**src/rtl/scancode_pkg.sv**
```systemverilog
// Shared constants and types for the PS/2 set-2 to SAM keyboard matrix decoder.
// Prefix bytes, decoder states and hotkey ids live here so keymaps can be swapped freely.
package scancode_pkg;

    localparam logic [7:0] SC_EXT      = 8'hE0;
    localparam logic [7:0] SC_REL      = 8'hF0;
    localparam logic [7:0] SC_PAUSE    = 8'hE1;
    localparam logic [7:0] SC_BAT_OK   = 8'hAA;
    localparam logic [7:0] SC_BAT_FAIL = 8'hFC;
    localparam logic [7:0] SC_ERR0     = 8'h00;
    localparam logic [7:0] SC_ERRF     = 8'hFF;

    // Bytes that follow E1 in the Pause make sequence
    localparam logic [2:0] PAUSE_SKIP  = 3'd7;

    typedef enum logic [2:0] {
        ST_IDLE,
        ST_EXT,
        ST_REL,
        ST_EXTREL,
        ST_SKIP
    } scan_state_e;

    typedef enum logic [1:0] {
        SP_NONE,
        SP_DEL_EXT,
        SP_F5,
        SP_BKSP
    } special_e;

    // Self-test result or keyboard error: the keyboard's own state is unknown afterwards
    function automatic logic is_clear_code(input logic [7:0] b);
        return (b == SC_BAT_OK) || (b == SC_BAT_FAIL) || (b == SC_ERR0) || (b == SC_ERRF);
    endfunction

endpackage

```
**src/rtl/sam_keymap.sv**
```systemverilog
// SAM Coupe layout: maps {ext, set-2 scancode} to a matrix position and hotkey id.
// Purely combinational; a different machine layout replaces only this file.
module sam_keymap
    import scancode_pkg::*;
(
    input  logic [8:0] code,
    output logic       hit,
    output logic [3:0] row,
    output logic [2:0] col,
    output special_e   special
);

    function automatic logic [7:0] rc(input int r, input int c);
        return {1'b1, r[3:0], c[2:0]};
    endfunction

    logic [7:0] m;

    always_comb begin
        m       = 8'h00;
        special = SP_NONE;
        case (code)
            // row 0: shift Z X C V F1 F2 F3 (both shifts share the one bit)
            9'h012: m = rc(0, 0);
            9'h059: m = rc(0, 0);
            9'h01A: m = rc(0, 1);
            9'h022: m = rc(0, 2);
            9'h021: m = rc(0, 3);
            9'h02A: m = rc(0, 4);
            9'h005: m = rc(0, 5);
            9'h006: m = rc(0, 6);
            9'h004: m = rc(0, 7);
            // row 1: A S D F G F4 (F5 is an NMI hotkey, not a matrix key) F6
            9'h01C: m = rc(1, 0);
            9'h01B: m = rc(1, 1);
            9'h023: m = rc(1, 2);
            9'h02B: m = rc(1, 3);
            9'h034: m = rc(1, 4);
            9'h00C: m = rc(1, 5);
            9'h003: special = SP_F5;
            9'h00B: m = rc(1, 7);
            // row 2: Q W E R T F7 F8 F9
            9'h015: m = rc(2, 0);
            9'h01D: m = rc(2, 1);
            9'h024: m = rc(2, 2);
            9'h02D: m = rc(2, 3);
            9'h02C: m = rc(2, 4);
            9'h083: m = rc(2, 5);
            9'h00A: m = rc(2, 6);
            9'h001: m = rc(2, 7);
            // row 3: 1 2 3 4 5 Esc Tab Caps
            9'h016: m = rc(3, 0);
            9'h01E: m = rc(3, 1);
            9'h026: m = rc(3, 2);
            9'h025: m = rc(3, 3);
            9'h02E: m = rc(3, 4);
            9'h076: m = rc(3, 5);
            9'h00D: m = rc(3, 6);
            9'h058: m = rc(3, 7);
            // row 4: 0 9 8 7 6 - + Delete
            9'h045: m = rc(4, 0);
            9'h046: m = rc(4, 1);
            9'h03E: m = rc(4, 2);
            9'h03D: m = rc(4, 3);
            9'h036: m = rc(4, 4);
            9'h04E: m = rc(4, 5);
            9'h055: m = rc(4, 6);
            9'h066: begin m = rc(4, 7); special = SP_BKSP; end
            // row 5: P O I U Y = " F0
            9'h04D: m = rc(5, 0);
            9'h044: m = rc(5, 1);
            9'h043: m = rc(5, 2);
            9'h03C: m = rc(5, 3);
            9'h035: m = rc(5, 4);
            9'h054: m = rc(5, 5);
            9'h05B: m = rc(5, 6);
            9'h009: m = rc(5, 7);
            // row 6: Return L K J H ; : Edit
            9'h05A: m = rc(6, 0);
            9'h04B: m = rc(6, 1);
            9'h042: m = rc(6, 2);
            9'h03B: m = rc(6, 3);
            9'h033: m = rc(6, 4);
            9'h04C: m = rc(6, 5);
            9'h052: m = rc(6, 6);
            9'h170: m = rc(6, 7);
            // row 7: Space Symbol M N B , . Inv
            9'h029: m = rc(7, 0);
            9'h011: m = rc(7, 1);
            9'h111: m = rc(7, 1);
            9'h03A: m = rc(7, 2);
            9'h031: m = rc(7, 3);
            9'h032: m = rc(7, 4);
            9'h041: m = rc(7, 5);
            9'h049: m = rc(7, 6);
            9'h00E: m = rc(7, 7);
            // row 8: Ctrl and the cursor keys
            9'h014: m = rc(8, 0);
            9'h114: m = rc(8, 0);
            9'h175: m = rc(8, 1);
            9'h172: m = rc(8, 2);
            9'h16B: m = rc(8, 3);
            9'h174: m = rc(8, 4);
            // extended Delete only feeds the reset hotkey
            9'h171: special = SP_DEL_EXT;
            default: m = 8'h00;
        endcase
    end

    assign hit = m[7];
    assign row = m[6:3];
    assign col = m[2:0];

endmodule

```
**src/rtl/scancode_to_matrix_sync.sv**
```systemverilog
// Single-clock PS/2 set-2 decoder maintaining the SAM key matrix and hotkey reset pulses.
// Bytes arrive as one-cycle strobes; matrix, hotkey state and pulses are all registered.
module scancode_to_matrix_sync
    import scancode_pkg::*;
#(
    parameter int                   ROWS      = 9,
    parameter int                   COLS      = 8,
    parameter int                   PULSE_W   = 16,
    parameter logic [PULSE_W-1:0]   PULSE_LEN = 16'd50000
) (
    input  logic            clk,
    input  logic            rst_n,
    input  logic            scan_valid,
    input  logic [7:0]      scan,
    input  logic [ROWS-1:0] sam_row,
    output logic [COLS-1:0] sam_col,
    output logic            user_reset,
    output logic            master_reset,
    output logic            user_nmi,
    output logic            matrix_clear
);

    scan_state_e state_q, state_d;
    logic [2:0]  skip_q, skip_d;
    logic        key_evt, key_make, clear_evt, ext_cur;

    logic        kb_hit;
    logic [3:0]  kb_row;
    logic [2:0]  kb_col;
    special_e    kb_special;

    logic [ROWS-1:0][COLS-1:0] matrix_q;
    logic        f5_q, del_ext_q;

    // The extension flag is a property of the prefix state, so lookup runs every cycle
    assign ext_cur = (state_q == ST_EXT) || (state_q == ST_EXTREL);

    sam_keymap u_keymap (
        .code    ({ext_cur, scan}),
        .hit     (kb_hit),
        .row     (kb_row),
        .col     (kb_col),
        .special (kb_special)
    );

    always_ff @(posedge clk or negedge rst_n) begin
        if (!rst_n) begin
            state_q <= ST_IDLE;
            skip_q  <= 3'd0;
        end else begin
            state_q <= state_d;
            skip_q  <= skip_d;
        end
    end

    always_comb begin
        state_d   = state_q;
        skip_d    = skip_q;
        key_evt   = 1'b0;
        key_make  = 1'b0;
        clear_evt = 1'b0;
        if (scan_valid) begin
            case (state_q)
                ST_IDLE: begin
                    if (is_clear_code(scan)) begin
                        clear_evt = 1'b1;
                    end else if (scan == SC_EXT) begin
                        state_d = ST_EXT;
                    end else if (scan == SC_REL) begin
                        state_d = ST_REL;
                    end else if (scan == SC_PAUSE) begin
                        state_d = ST_SKIP;
                        skip_d  = PAUSE_SKIP;
                    end else begin
                        key_evt  = 1'b1;
                        key_make = 1'b1;
                    end
                end
                ST_EXT: begin
                    if (scan == SC_REL) begin
                        state_d = ST_EXTREL;
                    end else begin
                        key_evt  = 1'b1;
                        key_make = 1'b1;
                        state_d  = ST_IDLE;
                    end
                end
                ST_REL, ST_EXTREL: begin
                    key_evt = 1'b1;
                    state_d = ST_IDLE;
                end
                ST_SKIP: begin
                    skip_d = skip_q - 3'd1;
                    if (skip_q <= 3'd1) state_d = ST_IDLE;
                end
                default: state_d = ST_IDLE;
            endcase
        end
    end

    always_ff @(posedge clk or negedge rst_n) begin
        if (!rst_n) begin
            matrix_q     <= '0;
            f5_q         <= 1'b0;
            del_ext_q    <= 1'b0;
            matrix_clear <= 1'b0;
        end else begin
            matrix_clear <= clear_evt;
            if (clear_evt) begin
                matrix_q  <= '0;
                f5_q      <= 1'b0;
                del_ext_q <= 1'b0;
            end else if (key_evt) begin
                // Extended 12/59 (Print Screen fake shifts) have no keymap entry and drop here
                if (kb_hit && (32'(kb_row) < ROWS) && (32'(kb_col) < COLS))
                    matrix_q[kb_row][kb_col] <= key_make;
                if (kb_special == SP_F5)      f5_q      <= key_make;
                if (kb_special == SP_DEL_EXT) del_ext_q <= key_make;
            end
        end
    end

    // Several rows may be selected; a pressed key in any of them pulls its column low
    always_comb begin
        sam_col = '1;
        for (int r = 0; r < ROWS; r++)
            if (!sam_row[r]) sam_col = sam_col & ~matrix_q[r];
    end

    logic       ctrl, alt, bksp;
    logic [2:0] combo, combo_q, pulse_n;

    assign ctrl  = matrix_q[8][0];
    assign alt   = matrix_q[7][1];
    assign bksp  = matrix_q[4][7];
    assign combo = {f5_q, ctrl & alt & bksp, ctrl & alt & del_ext_q};

    always_ff @(posedge clk or negedge rst_n) begin
        if (!rst_n) combo_q <= 3'b000;
        else        combo_q <= combo;
    end

    for (genvar i = 0; i < 3; i++) begin : g_pulse
        logic [PULSE_W-1:0] cnt;
        // Only a fresh press (re)loads; holding the combo lets the count run out
        always_ff @(posedge clk or negedge rst_n) begin
            if (!rst_n)                       cnt <= '0;
            else if (combo[i] && !combo_q[i]) cnt <= PULSE_LEN;
            else if (cnt != '0)               cnt <= cnt - 1'b1;
        end
        assign pulse_n[i] = (cnt == '0);
    end

    assign user_reset   = pulse_n[0];
    assign master_reset = pulse_n[1];
    assign user_nmi     = pulse_n[2];

endmodule

```
**config.mk**
```make
export PLATFORM = sky130hd
export DESIGN_NAME = scancode_to_matrix_sync
export DESIGN_NICKNAME = d
export VERILOG_FILES = /design/src/rtl/scancode_pkg.sv /design/src/rtl/sam_keymap.sv /design/src/rtl/scancode_to_matrix_sync.sv
export SDC_FILE = /design/constraint.sdc
export NUM_CORES = 1
export LEC_CHECK = 0
export ABC_AREA = 1
export BUFFER_PORTS_ARGS = -buffer_cell sky130_fd_sc_hd__clkbuf_2
export CAP_MARGIN = 20
export CORE_MARGIN = 2
export CORE_UTILIZATION = 55
export CTS_CLUSTER_SIZE = 10
export DETAILED_ROUTE_END_ITERATION = 7
export MAX_ROUTING_LAYER = met4
export PLACE_DENSITY = 0.77
export SYNTH_ARGS = -nofsm -noshare
export SYNTH_HDL_FRONTEND = slang
export SYNTH_SLANG_ARGS = --single-unit
export TNS_END_PERCENT = 30
```
**constraint.sdc**
```tcl
create_clock -name clk -period 2.3 [get_ports clk]
set_input_delay 0.46 -clock clk [delete_from_list [all_inputs] [get_ports clk]]
set_output_delay 0.46 -clock clk [all_outputs]
set_load 0.02 [all_outputs]
```
Yosys cells after proc, flatten, opt, wreduce, memory -nomap -nowiden
Index checks and enable logic that the tools add are counted.
Word-level totals
  bits in registers: 132
  bits of input ports: 20
  output and inout port bits: 12
Operators by class
  add/subtract/negate cells: 4
  magnitude comparators: 6
  eq/ne operators: 91
  multiplexer cells: 55
  bitwise gates (word level): 20
  reduce and logical (&&, ||, !) cells: 38
Operators with widths (number)
  $pmux W8 S68: 1
  $mux W72: 3
  $eq A9 B6 Y1 const B: 23
  $eq A9 B7 Y1 const B: 20
  $mux W16: 6
  $eq A9 B5 Y1 const B: 10
  $mux W8: 10
  $bwmux W72: 1
  $eq A9 B9 Y1 const B: 8
  $not A8 Y8: 9
  $and A8 B8 Y8: 8
  $eq A9 B4 Y1 const B: 6
  $eq A8 B8 Y1 const B: 6
  $logic_not A16 Y1: 3
  $reduce_bool A16 Y1: 3
  $sub A16 B1 Y16 const B: 3
  $demux W8 S4: 1
  $eq A9 B3 Y1 const B: 3
  $mux W3: 9
  $mux W1: 17
  $reduce_bool A2 Y1: 8
  $ne A2 B2 Y1 const B: 5
  $eq A9 B1 Y1 const B: 1
  $eq A9 B2 Y1 const B: 1
  other kinds (31): 49

Longest topological paths before layout
  depth in word-level cells: 18
  mapped depth: 17
  depth with buffers taken out: 16

Hierarchy
A second synthesis with hierarchy kept.
Second synthesis, totals
  cells, all modules: 1678
  area total of the unflattened synthesis: 10273.6 um^2
Modules (own cells, without submodules)
  scancode_to_matrix_sync: times used 1, cells each 1408, area an instance 9113.7 um^2, seq. area each 3303.2 um^2
  sam_keymap: times used 1, cells each 270, area an instance 1159.9 um^2, seq. area each 0.0 um^2

Least setup slack after synthesis
Ideal clock, no wire load.
  path type: input port to flip-flop
  from: input scan[6]
  to: register matrix_q[10] (netlist name)
  setup time: 118 ps
  arrival time: 1970 ps
  required time: 2182 ps
  slack: 212 ps
  stages: 16
  path buffers: 2
  cell sequence: nor2_2 -> nand2_1 -> nor2_1 -> buf_4 -> nand3_1 -> nand2_1 -> nor2_1 -> inv_1 -> nor2_1 -> nand2_1 -> nor2_1 -> nor2_4 -> buf_4 -> nand2_1 -> nand3_1 -> nand2_1
Between the ends
  word-level cells in the longest chain between the ends: 13
  elaborated cells on any way between the ends: 116
  those cells by class: order compare: 5; eq/ne: 77; mux: 21; reduce/logical: 13
RTL lines
  start: declaration: RTL line scancode_to_matrix_sync.sv:14  | input logic [7:0] scan,
  $eq A9 B5 Y1, or another cell as far along: RTL line sam_keymap.sv:22  | case (code)
  $reduce_or A2 Y1 (no line)
  $pmux W8 S68: RTL line sam_keymap.sv:22
  $lt A3 B4 Y1 (not written as such) / $ge A3 B1 Y1 (equally long branches): RTL line scancode_to_matrix_sync.sv:116  | matrix_q[kb_row][kb_col] <= key_make;
  $logic_and A1 B1 Y1 (not written as such): RTL line scancode_to_matrix_sync.sv:116
  $mux W1 (not written as such): RTL line scancode_to_matrix_sync.sv:116
  $demux W1 S3: RTL line scancode_to_matrix_sync.sv:116
  $mux W8 (not written as such): RTL line scancode_to_matrix_sync.sv:116
  $demux W8 S4: RTL line scancode_to_matrix_sync.sv:116
  $bwmux W72: RTL line scancode_to_matrix_sync.sv:116
  $mux W72: RTL line scancode_to_matrix_sync.sv:115  | if (kb_hit && (32'(kb_row) < ROWS) && (32'(kb_col) < COLS))
  $mux W72: RTL line scancode_to_matrix_sync.sv:113  | end else if (key_evt) begin
  $mux W72: RTL line scancode_to_matrix_sync.sv:109  | if (clear_evt) begin
  end signal: indexed assignment: RTL line scancode_to_matrix_sync.sv:116
  end: declaration: RTL line scancode_to_matrix_sync.sv:32  | logic [ROWS-1:0][COLS-1:0] matrix_q;
Parallel ways exist; a longest one is shown, timed or not. The select of a mux whose other input is x is not followed.
A chain may end at the register's enable or synchronous reset.

Worst setup path in the final report
  from: register matrix_q[11] (netlist name)
  to: output sam_col[3]
Between the ends
  word-level cells in the longest chain between the ends: 17
RTL lines
  $not A8 Y8 (*): RTL line scancode_to_matrix_sync.sv:127  | if (!sam_row[r]) sam_col = sam_col & ~matrix_q[r];
  $and A8 B8 Y8 (*): RTL line scancode_to_matrix_sync.sv:127
  $mux W8 (*): RTL line scancode_to_matrix_sync.sv:127
  $and A8 B8 Y8: RTL line scancode_to_matrix_sync.sv:127
  $mux W8 (*): RTL line scancode_to_matrix_sync.sv:127
  $and A8 B8 Y8: RTL line scancode_to_matrix_sync.sv:127
  $mux W8 (*): RTL line scancode_to_matrix_sync.sv:127
  $and A8 B8 Y8: RTL line scancode_to_matrix_sync.sv:127
  $mux W8 (*): RTL line scancode_to_matrix_sync.sv:127
  $and A8 B8 Y8: RTL line scancode_to_matrix_sync.sv:127
  $mux W8 (*): RTL line scancode_to_matrix_sync.sv:127
  $and A8 B8 Y8: RTL line scancode_to_matrix_sync.sv:127
  $mux W8 (*): RTL line scancode_to_matrix_sync.sv:127
  $and A8 B8 Y8: RTL line scancode_to_matrix_sync.sv:127
  $mux W8 (*): RTL line scancode_to_matrix_sync.sv:127
  $and A8 B8 Y8: RTL line scancode_to_matrix_sync.sv:127
  $mux W8 (*): RTL line scancode_to_matrix_sync.sv:127
  end: declaration: RTL line scancode_to_matrix_sync.sv:16  | output logic [COLS-1:0] sam_col,
Every way passes the cells marked *; elsewhere a longest branch is shown, timed or not.

==> results by group <==
Status
  – Status: finished with violations
  – Failing checks: negative setup slack

Timing
  – Clock period minus worst slack: 2.47 ns
  – Worst slew pin tran: 0.607 ns
  – RSZ-0062 raised after global routing: true
  – Final setup fails: 24
  – Fin. Hold Viols: 0
  – Final setup TNS: -1.06 ns
  – Hold slack: 0.0119 ns
  – Slew HR: 59.5%
  – Post-route setup slack: -0.171 ns
  – Worst Skew: 0.0105 ns
  – Count of pins over their slew limit: 0
  – Max frequency: 0.405 GHz
  – Final worst-path cycle share: 107%

Yosys
  – Synth top area cells: dfrtp_1 39%, nand2_1 15%, nor2_1 9.4%
  – Yosys top cell by area: dfrtp_1
  – Synth Net Count: 1,307
  – Avg Inst Size Synth: 6.58 µm²
  – Post-synth cell types: 42
  – Post-synthesis cell count: 1,282
  – Count leader, synth: nand2_1
  – Post-synth top area share: 39.2%
  – Yosys warns: 0
  – Most common library cells after synthesis: 326 x nand2_1, 212 x nor2_1, 167 x inv_1
  – Synth Flop Type: dfrtp_1
  – Synth Register Bits: 132
  – Number of synthesized flops with an enable pin: 0
  – Asr flop ratio synth: 100%
  – Syn Std Cell Area: 8440 µm²
  – Seq/Total Area, Yosys: 39.2%

Global route
  – Tot GR Track Use: 40.7%
  – Remaining global-route overflow: 0
  – First-pass GRT wire length: 49,500 µm
  – Number of global-route vias before repair: 9,632
  – Pin count of the biggest net entering global routing: 65
  – Initial antenna violation count: 0

Die
  – Std cell rows: 45
  – Overall die width: 128 µm
  – Die area: 16,300 µm²
  – Chip height: 128 µm
  – # IOs: 32
  – Initial core utilization: 55.9%
  – Core Region: 15,100 µm²

Worst setup path
  – Critical path's slowest cell: dfrtp_1
  – Nature of the critical path endpoint: output pin
  – Worst path cell trace: inv_1 > o21ai_1 > a21oi_1 > o21ai_2 > a21oi_1 > o21ai_1 > a21oi_1 > o21ai_1 > a21oi_1 > buf_4
  – CP bufs+invs: 2
  – Setup crit start kind: register
  – Crit Path Max Fanout: 2
  – Crit Path Class: register to output pin
  – Cell family with most CP delay: compound AO/OA/AOI/OAI gates
  – CP arrival: 2.01 ns
  – Required @ worst endpoint: 1.84 ns
  – Max incr delay on CP: 0.40 ns
  – Cell repeated most along the worst path: a21oi_1

Placed design
  – RD Place Congestion: 1.13
  – HPWL after DPL: 23,000 µm
  – DP Area: 10,400 µm²
  – Port buffer count: 31
  – Placed insts: 1,694

Clock tree
  – Clock-pin slew on the worst setup and hold paths: 0.06 ns
  – Worst-case clock buffer depth: 2
  – CTS tree: yes
  – Root Driver: clkbuf_16
  – Clock Latency Late Sink: 0.43 ns
  – # H-tree levels: 4
  – CTS Buf Count: 17
  – CTS Hold Bufs: 0
  – Clock sinks: 132

Layout
  – # diodes: 0
  – Share of layout cells above drive strength 1: 32.4%
  – P&R area growth vs syn: 46.4%
  – Fin util: 81.8%
  – Non-filler instance count after layout: 1,759
  – Final layout net count: 1,583
  – Post-route cell area: 12,400 µm²

Detailed routing
  – Routed len/inst: 18.9 µm
  – First-pass DRT Iterations: 6
  – Total number of vias: 10,300
  – DRT iter0 DRCs: 1,185
  – DR vias/cell: 5.85
  – DRC: 0
  – Final antenna-violating net count: 0
  – Final wirelength: 33,300 µm

Pwr
  – Gate power share: 34.6%
  – Net Sw Frac: 38.2%
  – Net switching power figure: 3.70 mW
  – Power per Cell Area: 785 nW/µm²
  – Internal Power: 5.99 mW
  – Leak: 6.28 nW
  – Seq pwr share: 35.1%
  – Worst vdd ir: 606 µV
  – Clock share of power: 30.3%

Worst hold path
  – Worst hold path class: primary input to async pin

Job
  – Max_cap viols: 0
## kinds of logic (layout without fill, tap and decap cells)
group           count (synthesis)  in the layout  synth area share, %
buf+inv                       207            495                 9.79
fa+ha+maj                       5              5                0.742
simple gates                  745            746                 37.3
flops                         132            132                 39.2
compound gates                187            187                 12.4
xor+xnor                        6              6                0.623
## path summary, 6_finish.rpt
kind | slack (ns) | cells past startpoint | start | endpoint
max | -0.17 | 10 | matrix_q[11]$_DFFE_PN0P_ | sam_col[3]
min | 0.01 | 1 | rst_n | g_pulse[2].cnt[11]$_DFFE_PN0P_
max reg2reg | -0.04 | 17 | state_q[0]$_DFFE_PN0P_ | matrix_q[6]$_DFFE_PN0P_
min reg2reg | 0.45 | 0 | f5_q$_DFFE_PN0P_ | combo_q[2]$_DFF_PN0_
max in group asynchronous | 1.67 | 2 | rst_n | matrix_q[50]$_DFFE_PN0P_
min in group clk | 0.45 | 0 | f5_q$_DFFE_PN0P_ | combo_q[2]$_DFF_PN0_
## sequential cells by signal (all words and copies together), names as in the netlist
name	cells
alt	1
bksp	1
skip_q	3
ctrl	1
del_ext_q	1
matrix_clear	1
combo_q	3
matrix_q	69
state_q	3
g_pulse.cnt	48
f5_q	1
## repair_timing
item / CTS / global route
gates resized for setup: 87 / 187
setup buffers: 18 / 13
cloned: 5 / 3
endpoints found under the setup margin: 79 / 86
endpoints found under the hold margin: 0 / 0
pin swaps: 15 / 65
## layout by cell type, fill, tap and decap left out, types with 4 or more instances in the layout
cell and n:
a211oi_1 4, a21oi_1 50, a21oi_2 5, a221oi_2 4
buf_12 10, buf_4 231, buf_6 15, clkbuf_16 20
clkbuf_2 19, dfrtp_1 131, inv_1 156, inv_2 16
inv_6 6, nand2_1 291, nand2_2 28, nand2_4 9
nand3_1 90, nand3_2 27, nand3_4 7, nand4_1 13
nor2_1 159, nor2_2 38, nor2_4 24, nor3_1 29
nor4_1 11, o21ai_0 38, o21ai_1 51, o21ai_2 6
o21bai_1 5, o221ai_2 4, o22ai_1 4, or2_2 8
xor2_1 4
## per-layer routing
metal	track usage [%]	share of wire (%)	up-vias
li1	-	-	4689
met1	47.9	38	4796
met2	63.7	47	640
met3	8.76	8.6	162
met4	25.8	6.6	0
met5	-	0	-
## worst register-to-register path, stage by stage, from the launching register on
cell and delay, ns:
dfrtp_2 0.47, buf_12 0.16, nand2_8 0.11, nand2_4 0.07, nor2_4 0.23, nand2_2 0.08
nand2_1 0.07, nor2_1 0.04, nand2_1 0.10, nor2_4 0.05, nand3_4 0.11, buf_6 0.13
nor2_4 0.04, nor2_4 0.19, buf_12 0.19, nand2_1 0.06, nand3_1 0.09, nand2_1 0.05
## metrics by stage
stage,setup slack [ns],total power [mW]
5_1_grt,-0.293,10.2
6_report,-0.171,9.70
4_1_cts,-0.175,9.34
3_5_place_dp,-0.244,6.10
3_3_place_gp,-0.200,5.97
2_1_floorplan,0.212,5.14
## power groups by stage
stage / clock network, mW / logic [mW] / registers [mW]
6_report: 2.94 / 3.35 / 3.41
5_1_grt: 3.03 / 3.69 / 3.48
4_1_cts: 2.94 / 3.02 / 3.37
3_5_place_dp: 0 / 2.71 / 3.38
3_3_place_gp: 0 / 2.60 / 3.37
2_1_floorplan: 0 / 1.87 / 3.27
## layout make-up
class                   count  area [µm²]
multi-input cells         944        5080
flip-flops and latches    132        3300
fillers                   984        2740
repair buffers            286        2430
inverters                 177         673
clock buffers              18         439
well taps                 188         235
clock inverters            14         189
Power figures use the tool's default switching activity.
